[src/rtl/mem_port_arbiter.sv]
`timescale 1ns/1ps
`default_nettype none
// ============================================================================
// Module      : mem_port_arbiter
// Description : Arbitrates N requesters onto the single memory handshake
//               (enable/rw/address/mfc). It owns the port for a whole
//               transaction, waits for mfc (or times out) and returns read
//               data with a done/err pulse to the winner.
// Revision    : 1.0 - initial release
// ============================================================================
module mem_port_arbiter #(
    parameter int N       = 3,
    parameter int DW      = 16,
    parameter int AW      = 16,
    parameter int RR      = 0,
    parameter int TIMEOUT = 255,
    parameter int CW      = 8
) (
    input  logic            clk,
    input  logic            rst,
    input  logic [N-1:0]    req,
    input  logic [N-1:0]    req_rw,
    input  logic [N*AW-1:0] req_addr,
    input  logic [N*DW-1:0] req_wdata,
    output logic [N-1:0]    gnt,
    output logic [N-1:0]    done,
    output logic [N-1:0]    err,
    output logic [DW-1:0]   rdata,
    output logic            enable,
    output logic            rw,
    output logic [AW-1:0]   address,
    output logic [DW-1:0]   memoryOut,
    input  logic [DW-1:0]   memoryIn,
    input  logic            mfc
);

    localparam int IW = (N > 1) ? $clog2(N) : 1;

    // Counter value on which the last permitted BUSY cycle ends; only used
    // when a timeout is configured.
    localparam logic [CW-1:0] c_last_cnt = CW'(TIMEOUT - 1);

    typedef enum logic [1:0] {
        S_IDLE = 2'd0,
        S_BUSY = 2'd1,
        S_DONE = 2'd2
    } state_t;

    state_t          state_q,   state_d;
    logic [N-1:0]    gnt_q,     gnt_d;
    logic [N-1:0]    done_q,    done_d;
    logic [N-1:0]    err_q,     err_d;
    logic            enable_q,  enable_d;
    logic            rw_q,      rw_d;
    logic [AW-1:0]   address_q, address_d;
    logic [DW-1:0]   wdata_q,   wdata_d;
    logic [DW-1:0]   rdata_q,   rdata_d;
    logic [IW-1:0]   ptr_q,     ptr_d;
    logic [IW-1:0]   win_q,     win_d;
    logic [CW-1:0]   cnt_q,     cnt_d;

    logic            any_req;
    logic [IW-1:0]   pick;
    logic [IW-1:0]   ptr_next;
    int              idx;

    // Select the winner: lowest set index, or first set index at/after the
    // round-robin pointer (wrapping) when RR mode is enabled.
    always_comb begin
        any_req = 1'b0;
        pick    = '0;
        idx     = 0;
        for (int k = 0; k < N; k++) begin
            idx = (RR != 0) ? int'(ptr_q) + k : k;
            if (idx >= N) begin
                idx = idx - N;
            end
            if (!any_req && req[idx]) begin
                any_req = 1'b1;
                pick    = IW'(idx);
            end
        end
    end

    // Pointer moves to the slot just after the winner, modulo N.
    always_comb begin
        ptr_next = (pick == IW'(N - 1)) ? '0 : pick + 1'b1;
    end

    // Next-state and output logic for the IDLE/BUSY/DONE sequencer.
    always_comb begin
        state_d   = state_q;
        gnt_d     = gnt_q;
        done_d    = done_q;
        err_d     = err_q;
        enable_d  = enable_q;
        rw_d      = rw_q;
        address_d = address_q;
        wdata_d   = wdata_q;
        rdata_d   = rdata_q;
        ptr_d     = ptr_q;
        win_d     = win_q;
        cnt_d     = cnt_q;
        case (state_q)
            S_IDLE: begin
                enable_d = 1'b0;
                if (any_req) begin
                    win_d        = pick;
                    gnt_d        = '0;
                    gnt_d[pick]  = 1'b1;
                    enable_d     = 1'b1;
                    rw_d         = req_rw[pick];
                    address_d    = req_addr[pick*AW +: AW];
                    wdata_d      = req_wdata[pick*DW +: DW];
                    cnt_d        = '0;
                    if (RR != 0) begin
                        ptr_d = ptr_next;
                    end
                    state_d = S_BUSY;
                end
            end
            S_BUSY: begin
                cnt_d = cnt_q + 1'b1;
                if (mfc) begin
                    if (!rw_q) begin
                        rdata_d = memoryIn;
                    end
                    enable_d      = 1'b0;
                    done_d        = '0;
                    done_d[win_q] = 1'b1;
                    state_d       = S_DONE;
                end else if ((TIMEOUT != 0) && (cnt_q == c_last_cnt)) begin
                    // Abort: rdata deliberately left untouched.
                    enable_d      = 1'b0;
                    done_d        = '0;
                    done_d[win_q] = 1'b1;
                    err_d         = '0;
                    err_d[win_q]  = 1'b1;
                    state_d       = S_DONE;
                end
            end
            S_DONE: begin
                // Single pulse cycle; no grant here guarantees an idle gap.
                gnt_d   = '0;
                done_d  = '0;
                err_d   = '0;
                cnt_d   = '0;
                state_d = S_IDLE;
            end
            default: begin
                state_d = S_IDLE;
            end
        endcase
    end

    // State register; asynchronous reset drops any in-flight transaction.
    always_ff @(posedge clk or negedge rst) begin
        if (!rst) begin
            state_q   <= S_IDLE;
            gnt_q     <= '0;
            done_q    <= '0;
            err_q     <= '0;
            enable_q  <= 1'b0;
            rw_q      <= 1'b0;
            address_q <= '0;
            wdata_q   <= '0;
            rdata_q   <= '0;
            ptr_q     <= '0;
            win_q     <= '0;
            cnt_q     <= '0;
        end else begin
            state_q   <= state_d;
            gnt_q     <= gnt_d;
            done_q    <= done_d;
            err_q     <= err_d;
            enable_q  <= enable_d;
            rw_q      <= rw_d;
            address_q <= address_d;
            wdata_q   <= wdata_d;
            rdata_q   <= rdata_d;
            ptr_q     <= ptr_d;
            win_q     <= win_d;
            cnt_q     <= cnt_d;
        end
    end

    assign gnt       = gnt_q;
    assign done      = done_q;
    assign err       = err_q;
    assign enable    = enable_q;
    assign rw        = rw_q;
    assign address   = address_q;
    assign memoryOut = wdata_q;
    assign rdata     = rdata_q;

endmodule
`default_nettype wire

[config.mk]
export PLATFORM = sky130hd
export DESIGN_NAME = mem_port_arbiter
export DESIGN_NICKNAME = d
export VERILOG_FILES = /design/src/rtl/mem_port_arbiter.sv
export SDC_FILE = /design/constraint.sdc
export NUM_CORES = 1
export LEC_CHECK = 0
export CORE_ASPECT_RATIO = 0.8
export CORE_MARGIN = 5
export CORE_UTILIZATION = 43
export CTS_BUF_LIST = sky130_fd_sc_hd__clkbuf_4
export DETAILED_ROUTE_END_ITERATION = 10
export GPL_TIMING_DRIVEN = 0
export PLACE_DENSITY = 0.84
export SYNTH_ARGS = -nofsm -noshare
export SYNTH_HDL_FRONTEND = slang
export SYNTH_SLANG_ARGS = --single-unit
export TNS_END_PERCENT = 20
[constraint.sdc]
create_clock -name clk -period 2.3 [get_ports clk]
set_input_delay 0.345 -clock clk [delete_from_list [all_inputs] [get_ports clk]]
set_output_delay 0.345 -clock clk [all_outputs]
set_load 0.01 [all_outputs]
After elaboration in Yosys (flattened, before gate mapping)
Cells that the tools add are included.
Widths: inputs -> output; s select.
{ "op_classes": {"n_addsub": 1, "n_lt_le_gt_ge": 4, "n_eq_ne": 7, "n_shift": 2, "mux": 28, "n_bitwise": 1, "n_reduce_logical": 19} }
{ "op_table": {"columns": ["operator", "count"], "rows": [
  ["$shiftx 48x7->16", 2],
  ["$pmux 8 s3", 1],
  ["$pmux 3 s2", 3],
  ["$mux 3", 4],
  ["$reduce_and 2->1", 6],
  ["$mux 1", 10],
  ["$add 8x1->8 const B", 1],
  ["$eq 8x8->1 const B", 1],
  ["$mux 2", 4],
  ["$mux 8", 1],
  ["$lt 2x3->1 const B", 2],
  ["$ne 2x2->1 const B", 3],
  ["$reduce_and 3->1", 2],
  ["$reduce_bool 2->1", 3],
  ["$demux 1 s2", 2],
  ["$ge 2x1->1 const B", 2],
  ["$logic_and 1x1->1", 4],
  ["$pmux 2 s2", 1],
  ["$ne 3x3->1 const B", 1],
  ["$reduce_bool 3->1", 1],
  ["$bmux 1 s2", 1],
  ["$eq 2x1->1 const B", 1],
  ["$eq 2x2->1 const B", 1],
  ["$logic_not 1->1", 2],
  ["3 further kinds", 3]
]} }
{ "word_totals": {"reg_bits": 71, "input_bits": 121, "output_inout_bits": 59} }

Longest topological paths before layout
{ "depth": {"word_depth": 13, "depth_mapped": 8} }

Worst setup path before layout
Ideal clock, no wire load.
{ "synth_timing": {"path_type": "reg-to-reg", "start": "register state_q[0]", "end": "register cnt_q[6]", "arrival_time_ns": 1.578, "required_ns": 2.205, "path_slack_ns": 0.627, "path_stages_with_launch": 9, "n_path_buf": 2, "synth_period_minus_slack_ns": 1.673, "path_cell_list": "dfrtp_1 inv_1 ha_1 buf_2 nor4b_4 or2_1 buf_2 o21ai_1 o31ai_1"} }
{ "synth_via": {"elab_chain_cells": 3, "elab_cells_between_ends": 7, "cone_classes": "3 x eq/ne; 1 x mux; 3 x reduce/logical"} }
{ "synth_rtl": {"columns": ["element", "line_no", "text"], "rows": [
  ["from (decl)", "49", "state_t state_q, state_d;"],
  ["from (signal assigned)", "172", "state_q <= state_d;"],
  ["$eq 2x1->1 (tied with other cells)", "104", "case (state_q)"],
  ["$reduce_bool 3->1 (no source line) or $ne 2x2->1 (tied branches)", null, null],
  ["$reduce_and 2->1 (no source line)", null, null],
  ["to (signal assigned)", "183", "cnt_q <= cnt_d;"],
  ["to (decl)", "60", "logic [CW-1:0] cnt_q, cnt_d;"]
]} }
Parallel ways exist; a longest one is shown, timed or not.
A chain may end at the register's enable or synchronous reset.

Worst setup path in the final report
{ "layout_timing": {"start": "register state_q[0]", "end": "register cnt_q[3]"} }
Same word-level chain as after synthesis.

==> key figures <==
Run status
  • Status: finished, final reports clean

Place
  • Gpl congestion: about 0.87
  • Post-detail-place hpwl: 8.64 mm
  • Port buffer count: 179

Routing
  • WL final: 11.0 mm
  • Via density: approximately 5.1
  • Remaining DRCs: 0
  • First-pass detailed-route iteration total: 4
  • DR WL/cell: 17.2 µm
  • Antenna-violating nets left: 0
  • Vias: 3279
  • Iter 0 DRT Violations: around 150

Clock tree
  • CTS resizes: 0
  • Clock root cell: clkbuf_4
  • Num CTS Buffers: 9
  • Cts hold-fix bufs: 0
  • Clk buf depth: 2
  • Clock Sink Count: 71
  • Reg clk slew, reported paths: 0.13 ns
  • Skew-Pair Late Insertion Delay: 0.41 ns
  • Setup Fix Bufs, Post-CTS: 0
  • H-tree depth: 3
  • TritonCTS clock tree: yes

Logic synthesis
  • Most common cell in the synthesized netlist: dfrtp_1
  • Syn_area_per_cell: 11.5 µm²
  • Post-synth top cells: dfrtp_1, nand2_1, o21ai_1, mux2i_1, mux2_4
  • Ranking of synthesized cells by area: dfrtp_1, mux2_4, mux2i_1
  • Mapped Area: 3810 µm²
  • Post-synth top area share: 0.466
  • Ys flop type: dfrtp_1
  • Yosys top cell by area: dfrtp_1
  • Seq/Total Area, Yosys: 0.466
  • Post-synthesis cell count: 330
  • Syn nets: 457
  • EDFF count, synth: 0
  • Yosys cell types: 38
  • Synth warn: 0
  • Synth Register Bits: 71
  • Fraction of registers with async set/reset: 1.00

Hold path
  • Tightest Hold Check Type: in -> async

Floorplan
  • Die Ht: 94.2 µm
  • Ports: between 150 and 200
  • Cell Rows: 30
  • DIE WIDTH: roughly 120 µm
  • Die ar.: 10900 µm²
  • Core ar.: 8560 µm²
  • Starting density of the core: 0.445

Timing
  • Final Hold Fails: 0
  • RSZ-0062 raised after global routing: no
  • Final setup viols: 0
  • Fmax: slightly above 500 MHz
  • Tcrit/Tclk final: 0.848
  • Max-slew violation count: 0
  • Final Critical Period: 1.95 ns
  • Setup Skew: 0.0131 ns
  • Relative slew margins: 0.397
  • Setup_tns: 0 ns
  • Worst-Margin Slew: 0.904 ns

Global routing
  • Total track usage: 0.198
  • Initial antenna violation count: 0
  • Grt ovf: 0
  • Largest net degree at the start of global routing: 72
  • Vias in the first global route: 3359
  • First-pass GRT wire length: 16.8 mm

Setup path
  • Worst r2r src: state_q[0]
  • Required time of the critical path: between 2 and 3 ns
  • Flop2flop setup slack: 0.35 ns
  • Crit path kind: reg -> reg
  • Worst Setup End Kind: flip-flop
  • CP arrival: 2.27 ns
  • Worst setup startpoint: state_q[0]
  • Max Fanout on Critical Path: 9
  • Startpoint Class: flip-flop

Run
  • Max-cap viol count: 0

Finish
  • Layout cells sized above 1: 0.128
  • Final Core Density: 0.687
  • Nets@finish: 647
  • Area growth syn-to-layout: 54.4%

Pwr
  • PwrDens: 1020 nW/µm²
  • VDD IR-drop max: roughly 0.57 mV
  • Lkg Pwr: 2.68 nW
report_power, final:
group | switching (W) | internal [W] | total (W) | leakage (nW)
clock network | 0.000455 | 0.000357 | 0.000811 | 0.0747
registers | 0.000327 | 0.00180 | 0.00213 | 0.885
logic | 0.00142 | 0.00166 | 0.00308 | 1.72
total | 0.00220 | 0.00382 | 0.00602 | 2.68
cell type report:
class / instances / area, µm²
fillers: 663 / 2680
multi-input cells: 235 / 1890
repair buffers: 179 / 1790
flip-flops and latches: 71 / 1780
well taps: 112 / 140
plain buffers: 20 / 128
clock buffers: 11 / 82.6
clock inverters: 5 / 58.8
inverters: 4 / 15.0
diodes: 1 / 2.50
cell usage in the layout, fill, tap and decap left out, types with 2 or more instances in the layout:
cell / instances
nand4_1: 2
nor3b_1: 2
mux2_1: 18
clkinv_4: 2
o21ai_1: 47
mux2_2: 6
buf_4: 2
a22o_1: 2
buf_2: 9
and2_1: 2
a21oi_1: 5
mux2_4: 28
clkdlybuf4s50_1: 178
buf_6: 2
clkbuf_1: 6
o31ai_1: 5
nand3_1: 2
inv_1: 4
mux2i_1: 40
buf_8: 2
nor3_1: 3
nand2_1: 47
nor2_1: 4
clkbuf_4: 11
o21ai_0: 2
dfrtp_1: 71
ha_1: 6
path summary, 6_finish.rpt:
kind                                      end  depth (start not counted)
worst min-delay path                   gnt[1]                          1
worst min register to register  memoryOut[12]                          2
worst max register to register       cnt_q[3]                          8
max in group asynchronous       memoryOut[13]                          1
min in group clk                memoryOut[12]                          2
worst max-delay path                 cnt_q[3]                          8
through the flow:
stage               setup WS (ns)  instances  power [W]  hold WS (ns)  instance area [µm²]
finish                      0.350        638    0.00602        0.0536                 5880
global route                0.207        637    0.00645        0.0927                 5880
CTS                         0.326        637    0.00609        0.0762                 5880
detailed placement         0.0164        621    0.00528         0.476                 5740
global placement            -1.52        621    0.00516         0.467                 5740
floorplan                   0.627        330    0.00360        0.0494                 3810
critical path, stage by stage, from the launching register on:
cell     delay [ns]
dfrtp_1        0.44
inv_1          0.12
ha_1           0.15
buf_2          0.21
nor4b_4        0.43
or2_1          0.16
buf_2          0.19
o21ai_1        0.09
o31ai_1        0.08
per-layer routing:
metal | vias to the layer above | routed length (µm) | GRT usage
met1 | 1576 | 4550 | 0.240
met3 | 13 | 885 | 0.0657
met4 | 0 | 117 | 0.0440
met2 | 134 | 5410 | 0.341
li1 | 1556 | - | -
met5 | - | 0 | 0
cell families after synthesis:
logic type / count (synthesis) / share of synthesized area
mux: 92 / 0.286
flops: 71 / 0.466
simple gates: 70 / 0.0860
compound gates: 67 / 0.104
buf+inv: 24 / 0.0374
fa+ha+maj: 6 / 0.0197
registers in the layout, indices dropped and copies added, names as in the netlist:
register and flops:
gnt 3, done 3, rw 1, rdata 16, memoryOut 16, win_q 2
state_q 2, err 3, cnt_q 8, address 16, enable 1
Note: power is estimated with default switching activity, not from simulation.
